--- src/rtl/reg_scan_reader.sv ---
// reg_scan_reader: walks a register file read port from FIRST_REG to LAST_REG.
// Each register value is offered to a valid/ready sink. A rotate-add checksum
// is kept over every word the sink accepts.
//
//   state   | meaning
//   --------+--------------------------------------------------------------
//   S_IDLE  | waiting for i_start; checksum and last outputs held
//   S_FETCH | o_rf_a = idx; RF data captured into the output holding regs
//   S_HOLD  | word offered on o_out_*; wait for the sink's handshake
module reg_scan_reader #(
   parameter int unsigned FIRST_REG = 0,
   parameter int unsigned LAST_REG  = 15
) (
   input  logic        i_clk,
   input  logic        i_reset,
   input  logic        i_start,
   input  logic        i_abort,
   output logic [3:0]  o_rf_a,
   input  logic [31:0] i_rf_rd,
   output logic        o_out_valid,
   input  logic        i_out_ready,
   output logic [31:0] o_out_data,
   output logic [3:0]  o_out_idx,
   output logic        o_out_last,
   output logic        o_busy,
   output logic        o_done,
   output logic [31:0] o_checksum
);

   localparam logic [3:0] C_FIRST = 4'(FIRST_REG);
   localparam logic [3:0] C_LAST  = 4'(LAST_REG);

   typedef enum logic [1:0] {
      S_IDLE  = 2'd0,
      S_FETCH = 2'd1,
      S_HOLD  = 2'd2
   } state_t;

   state_t      r_state;
   state_t      w_next;
   logic [3:0]  r_idx;
   logic        r_out_valid;
   logic [31:0] r_out_data;
   logic [3:0]  r_out_idx;
   logic        r_out_last;
   logic        r_done;
   logic [31:0] r_checksum;
   logic        w_hs;

   assign w_hs = (r_state == S_HOLD) & r_out_valid & i_out_ready;

   // State register
   always_ff @(posedge i_clk) begin
      if (i_reset) r_state <= S_IDLE;
      else         r_state <= w_next;
   end

   // Next-state logic; abort wins over the handshake outcome
   always_comb begin
      w_next = r_state;
      case (r_state)
         S_IDLE:  if (i_start) w_next = S_FETCH;
         S_FETCH: w_next = i_abort ? S_IDLE : S_HOLD;
         S_HOLD: begin
            if (i_abort)        w_next = S_IDLE;
            else if (w_hs)      w_next = r_out_last ? S_IDLE : S_FETCH;
         end
         default: w_next = S_IDLE;
      endcase
   end

   // Index, output holding registers, checksum and done pulse
   always_ff @(posedge i_clk) begin
      if (i_reset) begin
         r_idx       <= 4'd0;
         r_out_valid <= 1'b0;
         r_out_data  <= 32'd0;
         r_out_idx   <= 4'd0;
         r_out_last  <= 1'b0;
         r_done      <= 1'b0;
         r_checksum  <= 32'd0;
      end else begin
         r_done <= 1'b0;
         case (r_state)
            S_IDLE: begin
               if (i_start) begin
                  r_idx      <= C_FIRST;
                  r_checksum <= 32'd0;
               end
            end
            S_FETCH: begin
               r_out_data  <= i_rf_rd;
               r_out_idx   <= r_idx;
               r_out_last  <= (r_idx == C_LAST);
               r_out_valid <= ~i_abort;
            end
            S_HOLD: begin
               if (w_hs) begin
                  r_checksum  <= {r_checksum[30:0], r_checksum[31]} + r_out_data;
                  r_out_valid <= 1'b0;
                  if (r_out_last)    r_done <= ~i_abort;
                  else if (!i_abort) r_idx  <= r_idx + 4'd1;
               end
               if (i_abort) r_out_valid <= 1'b0;
            end
            default: ;
         endcase
      end
   end

   assign o_rf_a      = r_idx;
   assign o_out_valid = r_out_valid;
   assign o_out_data  = r_out_data;
   assign o_out_idx   = r_out_idx;
   assign o_out_last  = r_out_last;
   assign o_busy      = (r_state != S_IDLE);
   assign o_done      = r_done;
   assign o_checksum  = r_checksum;

endmodule
--- config.mk ---
export PLATFORM = sky130hd
export DESIGN_NAME = reg_scan_reader
export DESIGN_NICKNAME = d
export VERILOG_FILES = /design/src/rtl/reg_scan_reader.sv
export SDC_FILE = /design/constraint.sdc
export NUM_CORES = 1
export LEC_CHECK = 0
export BUFFER_PORTS_ARGS = -buffer_cell sky130_fd_sc_hd__buf_2
export CELL_PAD_IN_SITES_DETAIL_PLACEMENT = 0
export CELL_PAD_IN_SITES_GLOBAL_PLACEMENT = 2
export CORE_ASPECT_RATIO = 0.7
export CORE_MARGIN = 4
export CORE_UTILIZATION = 30
export DETAILED_ROUTE_END_ITERATION = 10
export HOLD_SLACK_MARGIN = 0.1
export PLACE_DENSITY_LB_ADDON = 0.1
export SLEW_MARGIN = 20
export SYNTH_ARGS = -nofsm -noshare
export SYNTH_HDL_FRONTEND = slang
export SYNTH_SLANG_ARGS = --single-unit
--- constraint.sdc ---
create_clock -name i_clk -period 3.04 [get_ports i_clk]
set_clock_uncertainty 0.05 [all_clocks]
set_input_delay 0.152 -clock i_clk [delete_from_list [all_inputs] [get_ports i_clk]]
set_output_delay 0.152 -clock i_clk [all_outputs]
set_load 0.01 [all_outputs]
==> results by group <==
Clock tree
  – CTS tree: yes
  – CTS Root Cell: clkbuf_16
  – Post-CTS repair timing setup buffer count: 0
  – CTS H-tree lvls: 3
  – CTS Sinks: 77
  – Max clock buf depth: 2
  – Clock Latency Late Sink: roughly 0.34 ns
  – Worst-path clk slew: around 0.06 ns
  – Cts repair resizes: 0
  – TritonCTS Buffers: 9

Timing
  – Crit share post-route: between 80% and 90%
  – Max-slew violation count: 0
  – Crit path time final: about 2.6 ns
  – Slew margin rel.: 29.6%
  – Final setup fails: 0
  – Slew @ Worst Pin: approximately 1.1 ns
  – Number of hold violations in the final report: 0
  – RSZ-0062 raised after global routing: false
  – Fmax: approximately 380 MHz
  – Setup tns final: 0 ns

Floorplanning
  – Die W: 153 um
  – Chip height: 109 um
  – Die footprint: 0.0167 mm2
  – Initial core utilization: a little under a third
  – Row count: 36
  – # IOs: ~110
  – Core Footprint: approximately 0.014 mm2

Layout
  – Post-Layout Cell Count: 893
  – Ant diodes: 0
  – Share of post-route cells with drive strength above 1: around 22%
  – Final nets: between 700 and 800
  – Fillcell total: roughly 1.5k
  – Area grow syn2layout: 32.1%

Run
  – Max_cap viols: 0

Yosys
  – Number of synthesized register bits: just under 80
  – Mean Syn Cell Area: approximately 7.9 um2
  – Synth Flop Type: dfxtp_1
  – Mapped cell area: approximately 0.0044 mm2
  – Yosys Warn Count: 0
  – Post-synthesis sequential area ratio: 35.1%
  – Fraction of registers with async set/reset: 0%
  – Yosys cell types: 56
  – Number of synthesized flops with an enable pin: 0
  – Post-synth net total: roughly 630
  – Mapped Cells: 558

GRT
  – GRT Util Overall: between 10% and 20%
  – Number of global-route vias before repair: between 4k and 5k
  – Initial antenna violation count: 0
  – Largest net degree at the start of global routing: 25
  – First-pass GRT wire length: 23200 um
  – Gr ovfl total: 0

Place
  – Gp weighted congestion: around 0.84
  – Placed Cells incl. Taps: between 800 and 900
  – Buffers on Ports: about 110
  – DP Wirelength: around 11000 um

Setup path
  – Crit Path Max Fanout: 4
  – Worst path cell trace: ha_1, inv_1, fa_1, nor2b_4, o31ai_2, a21oi_2, o21ai_2, a211oi_2, o21ai_1, a2111o_1, nand3_1
  – Crit path buffers/inverters: 1
  – Crit path kind: reg2reg
  – CP Capture Type: flip-flop
  – Arr. time, crit path: around 2.8 ns
  – Worst EP required: between 3 and 4 ns
  – Startpoint Class: flip-flop
  – Slowest stage delay, CP: 0.43 ns
  – CP max-delay cell: a2111o_1
  – Delay-heaviest family, CP: compound AO/OA/AOI/OAI gates

Power
  – Peak VDD IR: 250 uV
  – Pwr dens: 423 mW/mm2
  – Leakage: 2.56 nW

Detailed routing
  – Antenna-violating nets left: 0
  – Routed vias: roughly 4.4k
  – First-pass DRT Iterations: 5
  – Iter 0 DRT Violations: 194
  – Post-detailed-route DRC marker count: 0
  – Vias per cell: slightly below 5
  – Drt wl/cell: 16.4 um
  – Final wirelength: about 15000 um

Min path
  – Tightest Hold Check Type: in2reg

Status
  – Status: completed
[state kept, by name, summed over array words and instances (netlist names)]
register and count:
o_out_data 32, o_rf_a 4, o_out_last 1, o_out_idx 4, o_checksum 32, o_out_valid 1, r_state 2, o_done 1
[area by class of cell]
class,instances,area [um2],share of cell area [%]
Multi-Input combinational cell,440,2700,46.6
Sequential cell,77,1540,26.6
Timing Repair Buffer,154,958,16.5
Clock buffer,10,239,4.12
Tap cell,190,238,4.10
Clock inverter,6,62.6,1.08
Inverter,16,60.1,1.03
[synthesized netlist by cell type, types with 2 or more instances]
cell	n	area share, %
or3_1	4	0.57
o21ai_2	3	0.60
xnor2_1	14	2.8
nor3b_1	4	0.68
mux2i_1	3	0.68
nand3_1	14	1.6
a211o_1	2	0.40
nand2b_1	4	0.57
a32oi_1	2	0.40
dfxtp_1	77	35
a21oi_2	3	0.60
o31ai_2	2	0.57
o21ai_0	24	2.7
a211oi_2	3	0.85
a31oi_1	2	0.28
nor2b_1	4	0.57
inv_1	16	1.4
o211ai_1	3	0.51
clkbuf_1	18	1.5
nor2_1	35	3.0
a21oi_1	79	9.0
nand2_1	106	9.1
o31ai_1	5	0.85
a21o_1	9	1.5
nand4_1	11	1.6
a22oi_1	9	1.5
o21bai_1	5	0.85
buf_1	5	0.43
nor3_1	11	1.3
o21ai_1	4	0.46
nor4_1	2	0.28
and3_1	7	1.0
a2111o_1	2	0.51
xor2_1	9	1.8
nor3_2	2	0.46
a211oi_1	2	0.34
o21a_1	3	0.51
ha_1	32	9.1
[timing repair]
action | CTS | global route
endpoints found under the hold margin | 34 | 0
setup endpoints to repair | 0 | 0
hold buffers | 33 | 0
[report_power, final]
group / internal (mW) / switching, mW
clock: 0.655 / 0.454
combinational: 0.119 / 0.162
sequential: 1.04 / 0.0298
total: 1.81 / 0.645
[through the flow]
stage / setup slack [ns] / total power, mW / hold slack [ns] / util, % / cell area [um2]
after detailed placement: 0.441 / 1.34 / 0.350 / 36.6 / 5170
after CTS: 0.420 / 2.50 / 0.107 / 41.0 / 5800
after global routing: 0.241 / 2.57 / 0.126 / 41.0 / 5800
final: 0.442 / 2.46 / 0.126 / 41.0 / 5800
after floorplan: 0.628 / 1.23 / 0.178 / - / 4390
after global placement: 0.513 / 1.34 / 0.342 / 36.6 / 5170
[tightest hold or removal path: cells and delay by family]
family	cells	cell delay, ns
buffers and inverters	1	0.12
and+or+nand+nor	1	0.05
AOI/OAI and AO/OA	1	0.15
[path summary, 6_finish.rpt]
check | startpoint | endpoint | slack, ns | cells past startpoint
min | i_start | o_rf_a[3] | 0.13 | 3
max reg2reg | o_checksum[31] | o_checksum[26] | 0.44 | 11
max | o_checksum[31] | o_checksum[26] | 0.44 | 11
min reg2reg | o_out_idx[2] | o_out_idx[2] | 0.41 | 2
[layout by cell type, fill, tap and decap left out, types with 4 or more instances in the layout]
cell           Yosys  final
a21o_1             9      9
a21oi_1           79     79
a22oi_1            9      9
and3_1             7      7
buf_2              1    112
buf_4              0      9
clkbuf_16          0      9
dfxtp_1           77     77
dlygate4sd3_1      0     33
ha_1              32     32
inv_1             16     16
nand2_1          106    106
nand2b_1           4      4
nand3_1           14     14
nand4_1           11     11
nor2_1            35     34
nor3_1            11     11
nor3b_1            4      4
o21ai_0           24     24
o21ai_1            4      4
o21bai_1           5      5
o31ai_1            5      5
or3_1              4      4
xnor2_1           14     14
xor2_1             9      9
[metal layers]
metal  track usage (%)  vias up  routed length, um
met5                 0        -                  0
met4              4.51        0                140
met3              5.55       12                940
met2              23.5      119               5530
met1              27.1     1959               8040
li1                  -     2262                  -
[logic make-up after synthesis]
family,synth area share (%)
flip-flops,35.1
AND/OR/NAND/NOR,21.9
buffers and inverters,3.56
XOR/XNOR,4.59
adder cells (fa/ha/maj),9.57
AO/OA/AOI/OAI,24.6
multiplexers,0.684
No activity file was read; power rests on OpenSTA's default activity.
